## config.mk

```make
export PLATFORM = sky130hd
export DESIGN_NAME = serial_operand_tx
export DESIGN_NICKNAME = d
export VERILOG_FILES = /design/src/rtl/serial_operand_tx.sv
export SDC_FILE = /design/constraint.sdc
export NUM_CORES = 1
export LEC_CHECK = 0
export BUFFER_PORTS_ARGS = -buffer_cell sky130_fd_sc_hd__buf_2
export CORE_MARGIN = 5
export CORE_UTILIZATION = 45
export DETAILED_ROUTE_END_ITERATION = 8
export PLACE_DENSITY = 0.69
export SKIP_CTS_REPAIR_TIMING = 1
export SLEW_MARGIN = 20
export SYNTH_ARGS = -nofsm -noshare
export SYNTH_HDL_FRONTEND = slang
export SYNTH_SLANG_ARGS = --single-unit
```

## constraint.sdc

```tcl
create_clock -name i_clk -period 2.6 [get_ports i_clk]
set_input_delay 0.52 -clock i_clk [delete_from_list [all_inputs] [get_ports i_clk]]
set_output_delay 0.52 -clock i_clk [all_outputs]
set_load 0.1 [all_outputs]
```

## src/rtl/serial_operand_tx.sv

```systemverilog
// Parallel-to-serial operand feeder for a bit-serial multiplier: streams two
// DATA_W-bit operands LSB first, then DATA_W zero cycles to flush the product.
module serial_operand_tx #(
    parameter int DATA_W = 8
) (
    input  logic              i_clk,
    input  logic              i_rst,
    input  logic              i_in_valid,
    output logic              o_in_ready,
    input  logic [DATA_W-1:0] i_a,
    input  logic [DATA_W-1:0] i_b,
    input  logic              i_stall,
    output logic              o_valid,
    output logic              o_a,
    output logic              o_b,
    output logic              o_first,
    output logic              o_last,
    output logic              o_busy
);

    localparam int CNT_W = (DATA_W > 2) ? $clog2(DATA_W) : 1;
    localparam logic [CNT_W-1:0] CNT_MAX = CNT_W'(DATA_W - 1);

    typedef enum logic [1:0] {
        ST_IDLE  = 2'd0,
        ST_SHIFT = 2'd1,
        ST_FLUSH = 2'd2
    } state_t;

    state_t            state_r;
    logic [CNT_W-1:0]  cnt_r;
    logic [DATA_W-1:0] a_sr_r;
    logic [DATA_W-1:0] b_sr_r;

    logic              cnt_max_s;
    logic              in_ready_s;
    logic              accept_s;

    // Handshake: the last flush cycle doubles as the accept slot for the next pair.
    always_comb begin
        cnt_max_s  = (cnt_r == CNT_MAX);
        in_ready_s = 1'b0;
        case (state_r)
            ST_IDLE:  in_ready_s = 1'b1;
            ST_FLUSH: in_ready_s = cnt_max_s && !i_stall;
            default:  in_ready_s = 1'b0;
        endcase
        accept_s = i_in_valid && in_ready_s;
    end

    // Sequencer: state, bit counter and operand shift registers.
    always_ff @(posedge i_clk) begin
        if (i_rst) begin
            state_r <= ST_IDLE;
            cnt_r   <= {CNT_W{1'b0}};
            a_sr_r  <= {DATA_W{1'b0}};
            b_sr_r  <= {DATA_W{1'b0}};
        end else begin
            case (state_r)
                ST_IDLE: begin
                    if (accept_s) begin
                        a_sr_r  <= i_a;
                        b_sr_r  <= i_b;
                        cnt_r   <= {CNT_W{1'b0}};
                        state_r <= ST_SHIFT;
                    end
                end
                ST_SHIFT: begin
                    if (!i_stall) begin
                        a_sr_r <= {1'b0, a_sr_r[DATA_W-1:1]};
                        b_sr_r <= {1'b0, b_sr_r[DATA_W-1:1]};
                        if (cnt_max_s) begin
                            cnt_r   <= {CNT_W{1'b0}};
                            state_r <= ST_FLUSH;
                        end else begin
                            cnt_r <= cnt_r + {{(CNT_W-1){1'b0}}, 1'b1};
                        end
                    end
                end
                ST_FLUSH: begin
                    if (!i_stall) begin
                        if (cnt_max_s) begin
                            cnt_r <= {CNT_W{1'b0}};
                            if (accept_s) begin
                                a_sr_r  <= i_a;
                                b_sr_r  <= i_b;
                                state_r <= ST_SHIFT;
                            end else begin
                                state_r <= ST_IDLE;
                            end
                        end else begin
                            cnt_r <= cnt_r + {{(CNT_W-1){1'b0}}, 1'b1};
                        end
                    end
                end
                default: begin
                    state_r <= ST_IDLE;
                    cnt_r   <= {CNT_W{1'b0}};
                end
            endcase
        end
    end

    // Output decode; stall gates only the strobes, data bits follow the held state.
    always_comb begin
        o_in_ready = in_ready_s;
        o_busy     = (state_r != ST_IDLE);
        o_valid    = (state_r != ST_IDLE) && !i_stall;
        o_first    = (state_r == ST_SHIFT) && (cnt_r == {CNT_W{1'b0}}) && !i_stall;
        o_last     = (state_r == ST_FLUSH) && cnt_max_s && !i_stall;
        if (state_r == ST_SHIFT) begin
            o_a = a_sr_r[0];
            o_b = b_sr_r[0];
        end else begin
            o_a = 1'b0;
            o_b = 1'b0;
        end
    end

endmodule

```

-- After elaboration in Yosys (flattened, before gate mapping)
Index checks and enable logic that the tools add are counted.
- output and inout bits: 7
- register bits after elaboration: 21
- $add $sub $neg: 1
- reduce and logical (&&, ||, !) cells: 16
- mux-type cells: 24
- equal/unequal tests: 9
- operators with widths (kind ; count):
    8-bit 2-to-1 mux ; 8
    8-bit one-hot mux with 3 select lines ; 2
    2-bit != test (second input constant) ; 6
    2-bit 2-to-1 mux ; 5
    3-bit 2-to-1 mux ; 3
    1-bit logical AND ; 7
    2-bit one-hot mux with 3 select lines ; 1
    3-bit one-hot mux with 2 select lines ; 1
    5-bit AND reduction ; 1
    4-bit AND reduction ; 1
    3-bit by 1-bit adder with 3-bit output (second input constant) ; 1
    3-bit == test (second input constant) ; 1
    3-bit logical NOT ; 1
    1-bit 2-to-1 mux ; 3
    3-bit nonzero test ; 1
    2-bit by 1-bit == test with 1-bit output (second input constant) ; 1
    2-bit == test (second input constant) ; 1
    2-bit logical NOT ; 1
    1-bit one-hot mux with 2 select lines ; 1
    2-bit AND reduction ; 1
    2-bit nonzero test ; 1
    2-bit OR reduction ; 1
    1-bit logical NOT ; 1

-- Depth between registers and ports, before layout
Gate-level depths: netlist of run 1.
- word-level depth: 8
- gate-level depth with buffers: 7

-- Least setup slack after synthesis of run 1
OpenSTA, ideal clock, no wires.
- path kind: register to output
- from: reg state_r[0]
- to: out o_first
- arrival time: 3.834 ns
- path buffers: 1
- stages on the path, launching flop included: 4
- slack: -1.754 ns
- required time: 2.080 ns
- cell sequence: dfxtp_1 > ha_1 > buf_1 > nor4bb_1
- word-level cells in the longest chain between the ends: 3
- RTL lines (element ; line ; text):
    start, declared ; 30 ; state_t state_r;
    start signal, assigned ; 54 ; state_r <= ST_IDLE;
    start signal, assigned ; 65 ; state_r <= ST_SHIFT;
    start signal, assigned ; 74 ; state_r <= ST_FLUSH;
    2-bit by 1-bit == test with 1-bit output ; 109 ; o_first = (state_r == ST_SHIFT) && (cnt_r == {CNT_W{1'b0}}) && !i_stall;
    1-bit logical AND (2 in a row) ; 109 ;
    end, declared ; 16 ; output logic o_first,
No other way between the ends.

-- Worst setup path in the final report of run 1
- from: reg cnt_r[0]
- to: out o_in_ready
- word-level cells in the longest chain between the ends: 3
- RTL lines (element ; line ; text):
    start, declared ; 31 ; logic [CNT_W-1:0] cnt_r;
    start signal, assigned ; 55 ; cnt_r <= {CNT_W{1'b0}};
    start signal, assigned ; 64 ; cnt_r <= {CNT_W{1'b0}};
    start signal, assigned ; 73 ; cnt_r <= {CNT_W{1'b0}};
    3-bit == test ; 41 ; cnt_max_s = (cnt_r == CNT_MAX);
    1-bit logical AND ; 45 ; ST_FLUSH: in_ready_s = cnt_max_s && !i_stall;
    1-bit one-hot mux with 2 select lines ; 43 ; case (state_r)
    end, declared ; 9 ; output logic o_in_ready,
No other way between the ends.

==> impl_metrics.json, run 1 <==
{
  "synth_top_flop_cell": "dfxtp_1",
  "finalMaxSlewViolations": 0,
  "start_kind": "register",
  "ys_ff_latch": 21,
  "clockBufferDepth": 2,
  "hold_start": "i_a[7]",
  "async_reset_ff_share_pct": 0,
  "ios": 27,
  "drc": 0,
  "finalHoldViolCount": 0,
  "power.density_nw_per_um2": 644,
  "grt_pass1_vias": 959,
  "multi_input_area_um2": 689,
  "clock-sinks": 21,
  "die_area_um2": 3740,
  "fin_skew_ps": 3.17,
  "min_period_ps": 2490,
  "synth_top_area_cell": "dfxtp_1",
  "cp.required_ps": 2080,
  "ant_nets": 0,
  "ir_drop_v": 0.000393,
  "die_h_um": 61.1,
  "dp_cells": 176,
  "synth_top_area_share_pct": 35.7,
  "io_buffers": 26,
  "synth.distinct_cells": 28,
  "routed_wl_um": 2380,
  "min_path_type": "primary input to register",
  "place_congestion": 0.799,
  "worstReg2RegStart": "state_r[1]",
  "vias": 1011,
  "netlist_area_um2": 1180,
  "finalSetupTns_ps": 0,
  "crit_chain": "ha_1 > ha_1 > nor2b_1 > and2_2 > or2_2 > clkbuf_4",
  "cpMostUsedCell": "ha_1",
  "maxSlewHeadroom_pct": 67.8,
  "final_cells": 180,
  "yosysSeqAreaShare_pct": 35.7,
  "start_util_pct": 47.0,
  "fmax_mhz": 402,
  "grt_max_degree": 31,
  "synthCells": 127,
  "grt_setup_unrepaired": "no",
  "reg2reg_to": "a_sr_r[1]",
  "reg2reg_depth": 6,
  "run_status": "finished, final reports clean",
  "critPathBufInv": 1,
  "endpoint_kind": "output port",
  "final_nets": 178,
  "hold_depth": 3,
  "regArea_um2": 420,
  "worstPathMaxFanout": 4,
  "dpl.hpwl_um": 1730,
  "fin_crit_sh_pct": 95.8,
  "synth.avg_cell_area_um2": 9.26,
  "root_buffer": "clkbuf_4",
  "syn_nets": 154,
  "grt-ovfl-total": 0,
  "leakage_nw": 0.563,
  "htree_levels": 1,
  "layout_common_cells": "22 x a21oi_1, 22 x buf_2, 21 x dfxtp_1",
  "crit_arrival_ps": 1970,
  "setup_viol": 0,
  "hold_path_end": "a_sr_r[7]",
  "regToRegSetupSlack_ps": 740,
  "syn_to_final_growth_pct": 18.4,
  "cap_violations": 0,
  "via_per_inst": 5.62,
  "setup_slack_ps": 109,
  "clock_latency_ps": 300,
  "yosys_warnings": 0,
  "n_fill_cell": 249,
  "grt_pass1_wl_um": 4080,
  "tritoncts": "done",
  "layout-drive-gt1-share_pct": 25.3,
  "worstMarginPinSlew_ps": 486,
  "slowest_stage": "dfxtp_1",
  "synthTopCellsByArea": "dfxtp_1 36%, mux2i_1 12%, a311oi_1 10%",
  "fp.coreArea_um2": 2500,
  "die_w_um": 61.1,
  "post_drt_wl_per_cell_um": 13.2,
  "criticalPathCategory": "register to output port",
  "dp_slack_ps": 435,
  "cts_buffers": 3,
  "synth-edff-count": 0,
  "total_power_uw": 897,
  "dr.pass1.iters": 4,
  "grt_usage_pct": 14.4,
  "drt_iter0_drc": 23,
  "crit_family": "simple AND/OR/NAND/NOR gates",
  "cpPeakStageDelay_ps": 360,
  "clk_pin_slew_worst_paths_ps": 110,
  "grt_antenna_before_repair": 0,
  "diodes": 0,
  "rows": 18
}
==> flip-flops by register name (all words and copies together) (netlist names) <==
signal,cells
a_sr_r,8
b_sr_r,8
cnt_r,3
state_r,2
==> final cells by class <==
type / instances / share of cell area (%)
flip-flops and latches: 21 / 30.2
well taps: 30 / 2.70
multi-input cells: 91 / 49.5
inverters: 5 / 1.35
clock buffers: 4 / 1.89
repair buffers: 29 / 14.4
==> worst min-delay path: cells and delay by family <==
kind	cells	cell delay, ps
buffers and inverters	1	100
AOI/OAI and AO/OA	1	60
and+or+nand+nor	1	70
==> routing by layer <==
| layer | routed length [µm] | vias to the layer above | GRT usage [%] | share of wire [%] |
|---|---|---|---|---|
| met5 | 0 | - | 0 | 0 |
| met4 | 22 | 0 | 3.72 | 0.93 |
| met3 | 124 | 2 | 5.45 | 5.2 |
| met2 | 1160 | 16 | 24.2 | 49 |
| met1 | 1070 | 471 | 17.1 | 45 |
| li1 | - | 522 | - | - |
==> synthesized netlist by cell type, drive strengths merged, types with 2 or more instances <==
cell type   n
nand2       8
ha          7
o21ai       3
dfxtp      21
inv         5
nand4b      3
a311oi     14
nand3       2
buf         8
nand2b      2
nor2        3
and2        4
clkbuf      2
mux2i      14
a21oi      22
==> worst max path at each step <==
stage / startpoint / cells past startpoint / to
2_1_floorplan: state_r[0] / 3 / o_first
3_3_place_gp: cnt_r[0] / 6 / o_in_ready
3_5_place_dp: cnt_r[0] / 6 / o_in_ready
4_1_cts: cnt_r[0] / 6 / o_in_ready
5_1_grt: cnt_r[0] / 6 / o_in_ready
6_report: cnt_r[0] / 6 / o_in_ready
==> where the power goes <==
group          internal [mW]  switching [mW]
clock                 0.0597          0.0929
combinational          0.136           0.212
sequential             0.370          0.0268
total                  0.565           0.332
==> stage by stage <==
step           util, %  hold slack, ps  cell area, µm²
2_1_floorplan        -             449            1190
3_3_place_gp      54.6             466            1360
3_5_place_dp      54.6             473            1360
4_1_cts           55.6             465            1390
5_1_grt           55.7             462            1390
6_report          55.7             482            1390
==> kinds of logic (layout without fill, tap and decap cells) <==
kind of cell	after synthesis	after routing	synth area share (%)
adder cells (fa/ha/maj)	7	7	7.45
AND/OR/NAND/NOR	28	28	14.3
multiplexers	14	14	11.9
buffers and inverters	15	38	7.02
AO/OA/AOI/OAI	42	42	23.6
flip-flops	21	21	35.7
Note: power is estimated with default switching activity, not from simulation.
==> inputs of run 2 (changes only) <==
--- a/config.mk
+++ b/config.mk
@@ -7,9 +7,9 @@
 export LEC_CHECK = 0
 export BUFFER_PORTS_ARGS = -buffer_cell sky130_fd_sc_hd__buf_2
 export CORE_MARGIN = 5
-export CORE_UTILIZATION = 45
+export CORE_UTILIZATION = 30
 export DETAILED_ROUTE_END_ITERATION = 8
-export PLACE_DENSITY = 0.69
+export PLACE_DENSITY = 0.5
 export SKIP_CTS_REPAIR_TIMING = 1
 export SLEW_MARGIN = 20
 export SYNTH_ARGS = -nofsm -noshare
==> run 2 against run 1 <==
Net effect: cell count rose by 10%; wire length increased by 7.6%; die area rose by 41%; highest routed layer unchanged; largest power group unchanged; core utilization shrank 17 points; largest cell class unchanged.
==> impl_metrics.json, run 2 (same netlist as run 1, synthesis figures left out) <==
{
  "run_status": "finished, final reports clean",
  "power.density_nw_per_um2": 669,
  "n_fill_cell": 397,
  "rows": 22,
  "fp.coreArea_um2": 3720,
  "internal-power_uw": 614,
  "crit_family": "simple AND/OR/NAND/NOR gates",
  "htree_levels": 1,
  "routed_wl_um": 2560,
  "vias": 1002,
  "start_util_pct": 31.6,
  "power.switching_uw": 344,
  "dr.pass1.iters": 4,
  "dpl.hpwl_um": 1830,
  "clock_latency_ps": 260,
  "ir_drop_v": 0.000289,
  "finalSetupTns_ps": 0,
  "critPathLaunch": "cnt_r[0]",
  "clock-sinks": 21,
  "worstMarginPinSlew_ps": 510,
  "layout-drive-gt1-share_pct": 25.3,
  "worstReg2RegStart": "state_r[1]",
  "min_path_type": "register to register",
  "io_buffers": 26,
  "tritoncts": "done",
  "crit_arrival_ps": 1910,
  "ios": 27,
  "hold_start": "a_sr_r[7]",
  "ant_nets": 0,
  "drc": 0,
  "place_congestion": 0.713,
  "setup_viol": 0,
  "slowest_stage": "dfxtp_1",
  "comb_power_share_pct": 36.5,
  "final_common_cell": "buf_2",
  "syn_to_final_growth_pct": 21.7,
  "grt_antenna_before_repair": 0,
  "die_w_um": 72.6,
  "grt_setup_unrepaired": "no",
  "post_drt_wl_per_cell_um": 12.9,
  "cap_violations": 0,
  "crit_chain": "ha_1 > ha_1 > nor2b_1 > and2_2 > or2_2 > buf_2",
  "start_kind": "register",
  "finalHoldViolCount": 0,
  "final_nets": 178,
  "cpMostUsedCell": "ha_1",
  "critPathBufInv": 1,
  "endpoint_kind": "output port",
  "dp_slack_ps": 439,
  "die_area_um2": 5270,
  "grt_pass1_vias": 931,
  "setup_slack_ps": 169,
  "seqPwrFrac_pct": 41.4,
  "cpPeakStageDelay_ps": 330,
  "criticalPathCategory": "register to output port",
  "maxSlewHeadroom_pct": 66.0,
  "layout_common_cells": "23 x buf_2, 22 x a21oi_1, 21 x dfxtp_1",
  "fmax_mhz": 411,
  "reg.largest.list": "a_sr_r: 8 flops, b_sr_r: 8 flops, cnt_r: 3 flops",
  "leakage_nw": 0.569,
  "clk_pin_slew_worst_paths_ps": 70,
  "finalMaxSlewViolations": 0,
  "die_h_um": 72.6,
  "cts_buffers": 3,
  "clockBufferDepth": 2,
  "swShare_pct": 35.9,
  "worstPathMaxFanout": 4,
  "grt_max_degree": 31,
  "fin_skew_ps": 4.17,
  "grt-ovfl-total": 0,
  "cp.required_ps": 2080,
  "drt_iter0_drc": 35,
  "fin_crit_sh_pct": 93.5,
  "root_buffer": "clkbuf_8",
  "grt_usage_pct": 9.72,
  "min_period_ps": 2430,
  "grt_pass1_wl_um": 4120,
  "diodes": 0,
  "pwr-share-clk_pct": 22.2,
  "via_per_inst": 5.06
}
-- run 2: cell types whose count changed in the layout (fill, tap and decap cells not counted), sizes merged --
| cell | before | now |
|---|---|---|
| buf | 28 | 29 |
| clkbuf | 5 | 4 |
-- run 2: worst register-to-register path, cell delays in order (launching register included) --
cell and delay [ps]:
dfxtp_1 420, inv_1 90, ha_1 370, a22oi_2 220, and3_4 410, a21oi_1 120
a311oi_1 260
-- run 2: power by group through the flow --
| stage | Sequential, mW | Clock (mW) | Combinational [mW] |
|---|---|---|---|
| 2_1_floorplan | 0.397 | 0 | 0.285 |
| 3_3_place_gp | 0.402 | 0 | 0.346 |
| 3_5_place_dp | 0.403 | 0 | 0.352 |
| 4_1_cts | 0.396 | 0.221 | 0.352 |
| 5_1_grt | 0.403 | 0.231 | 0.379 |
| 6_report | 0.396 | 0.212 | 0.349 |
-- run 2: metrics by stage --
step / instance area, µm² / total power [mW] / hold WS (ps) / std cells / util, %
2_1_floorplan: 1190 / 0.682 / 449 / 127 / -
3_3_place_gp: 1390 / 0.749 / 466 / 194 / 37.3
3_5_place_dp: 1390 / 0.755 / 476 / 194 / 37.3
4_1_cts: 1430 / 0.969 / 484 / 198 / 38.5
5_1_grt: 1430 / 1.01 / 514 / 198 / 38.5
6_report: 1430 / 0.958 / 477 / 198 / 38.5
-- run 2: layer usage --
metal  wire length (µm)  vias to the layer above  track usage (%)
li1                   -                      522                -
met1               1240                      453             12.4
met2               1130                       25             15.4
met3                169                        2             3.72
met4                 16                        0             2.46
met5                  0                        -                0
-- run 2: area by class of cell --
type,instances,area [µm²],share of cell area [%]
tap,48,60.1,4.20
multi-input combinational,91,689,48.2
clock buffer,4,45.0,3.15
sequential,21,420,29.4
inverter,5,18.8,1.31
timing repair buffer,29,198,13.8
-- run 2: worst paths after layout --
kind	slack [ps]	cells past startpoint	endpoint
min reg2reg	480	2	a_sr_r[7]
max	170	6	o_in_ready
max reg2reg	640	6	b_sr_r[6]
min	480	2	a_sr_r[7]
==> inputs of run 3 (changes only) <==
--- a/config.mk
+++ b/config.mk
@@ -6,7 +6,6 @@
 export NUM_CORES = 1
 export LEC_CHECK = 0
 export BUFFER_PORTS_ARGS = -buffer_cell sky130_fd_sc_hd__buf_2
-export CORE_MARGIN = 5
 export CORE_UTILIZATION = 30
 export DETAILED_ROUTE_END_ITERATION = 8
 export PLACE_DENSITY = 0.5
==> constraint.sdc (replaced) <==
create_clock -name i_clk -period 3 [get_ports i_clk]
set_input_delay 0.6 -clock i_clk [delete_from_list [all_inputs] [get_ports i_clk]]
set_output_delay 0.6 -clock i_clk [all_outputs]
set_load 0.1 [all_outputs]
==> run 3 against run 2 <==
Net effect: sequential share of layout area grew 1.1 points; non-clock buffer count is 1 lower; sequential power is 13% lower; combinational power is 17% lower; largest power group unchanged; first-iteration DRC count grew 37%; highest routed layer unchanged; die area is 21% lower; count of clock-buffer cells in the layout did not move.
==> impl_metrics.json, run 3 (same netlist as run 1, synthesis figures left out) <==
{
  "run_status": "finished, final reports clean",
  "grt_usage_pct": 12.7,
  "crit_arrival_ps": 1990,
  "final_cells": 197,
  "leakage_nw": 0.554,
  "clock-sinks": 21,
  "htree_levels": 1,
  "post-route-util_pct": 37.1,
  "clk_pin_slew_worst_paths_ps": 70,
  "die_h_um": 64.6,
  "start_util_pct": 31.6,
  "grt_antenna_before_repair": 0,
  "maxSlewHeadroom_pct": 64.0,
  "via_per_inst": 5.09,
  "ios": 27,
  "fin_skew_ps": 0.560,
  "reg.largest.list": "a_sr_r: 8 flops, b_sr_r: 8 flops, cnt_r: 3 flops",
  "drc": 0,
  "min_period_ps": 2590,
  "post_drt_wl_per_cell_um": 12.9,
  "cap_violations": 0,
  "ir_drop_v": 0.000258,
  "worstPathMaxFanout": 12,
  "clockBufferDepth": 2,
  "grt_setup_unrepaired": "no",
  "regToRegSetupSlack_ps": 980,
  "worstReg2RegStart": "state_r[1]",
  "finalHoldViolCount": 0,
  "hold_start": "a_sr_r[7]",
  "dpl.hpwl_um": 1780,
  "fmax_mhz": 387,
  "fp.coreArea_um2": 3720,
  "diodes": 0,
  "drt_iter0_drc": 48,
  "clock_latency_ps": 250,
  "routed_wl_um": 2540,
  "n_fill_cell": 393,
  "grt_pass1_wl_um": 4070,
  "worstMarginPinSlew_ps": 540,
  "fin_crit_sh_pct": 86.2,
  "grt-ovfl-total": 0,
  "tritoncts": "done",
  "finalSetupTns_ps": 0,
  "vias": 1002,
  "die_area_um2": 4180,
  "dr.pass1.iters": 4,
  "die_w_um": 64.6,
  "cts_buffers": 3,
  "grt_max_degree": 31,
  "layout-drive-gt1-share_pct": 24.2,
  "place_congestion": 0.733,
  "syn_to_final_growth_pct": 17.1,
  "hold_slack_ps": 479,
  "finalMaxSlewViolations": 0,
  "final_common_cell": "buf_2",
  "layout_common_cells": "26 x buf_2, 22 x a21oi_1, 21 x dfxtp_1",
  "rows": 22,
  "endpoint_kind": "output port",
  "power.density_nw_per_um2": 593,
  "cp.required_ps": 2400,
  "setup_viol": 0,
  "critPathLaunch": "state_r[0]",
  "dp_cells": 193,
  "min_path_type": "register to register",
  "ant_nets": 0,
  "criticalPathCategory": "register to output port",
  "io_buffers": 26,
  "start_kind": "register",
  "final_nets": 177,
  "root_buffer": "clkbuf_8",
  "grt_pass1_vias": 920
}
[run 3: area by class of cell]
type | instances | area [µm²] | share of cell area, %
clock buffer | 4 | 45.0 | 3.27
tap | 48 | 60.1 | 4.36
sequential | 21 | 420 | 30.5
inverter | 5 | 18.8 | 1.36
timing repair buffer | 28 | 145 | 10.5
multi-input combinational | 91 | 688 | 50.0
[run 3: routing by layer]
metal  up-vias  part of all wire (%)  global-route usage, %
li1        521                     -                      -
met1       456                    51                   16.0
met2        23                    44                   20.7
met3         2                   3.7                   3.87
met4         0                  0.87                   3.89
met5         -                     0                      0
[run 3: final timing paths]
check              end  cells after the start
max            o_first                      3
min          a_sr_r[7]                      2
max reg2reg  b_sr_r[0]                      6
min reg2reg  a_sr_r[7]                      2
[run 3: worst max-delay path, cell delays in order (launching register included)]
cell and delay (ps):
dfxtp_1 450, ha_1 540, nor4bb_4 280, buf_2 460
[run 3: stage by stage]
stage,area [µm²],setup slack (ps),total power [mW]
after floorplan,1190,208,0.591
after CTS,1380,418,0.826
after global placement,1330,790,0.633
final,1380,415,0.817
after global routing,1380,309,0.870
after detailed placement,1330,723,0.641
[run 3: power breakdown]
group / internal [mW] / switching (mW)
Sequential: 0.321 / 0.0234
Combinational: 0.104 / 0.187
Clock: 0.0945 / 0.0870
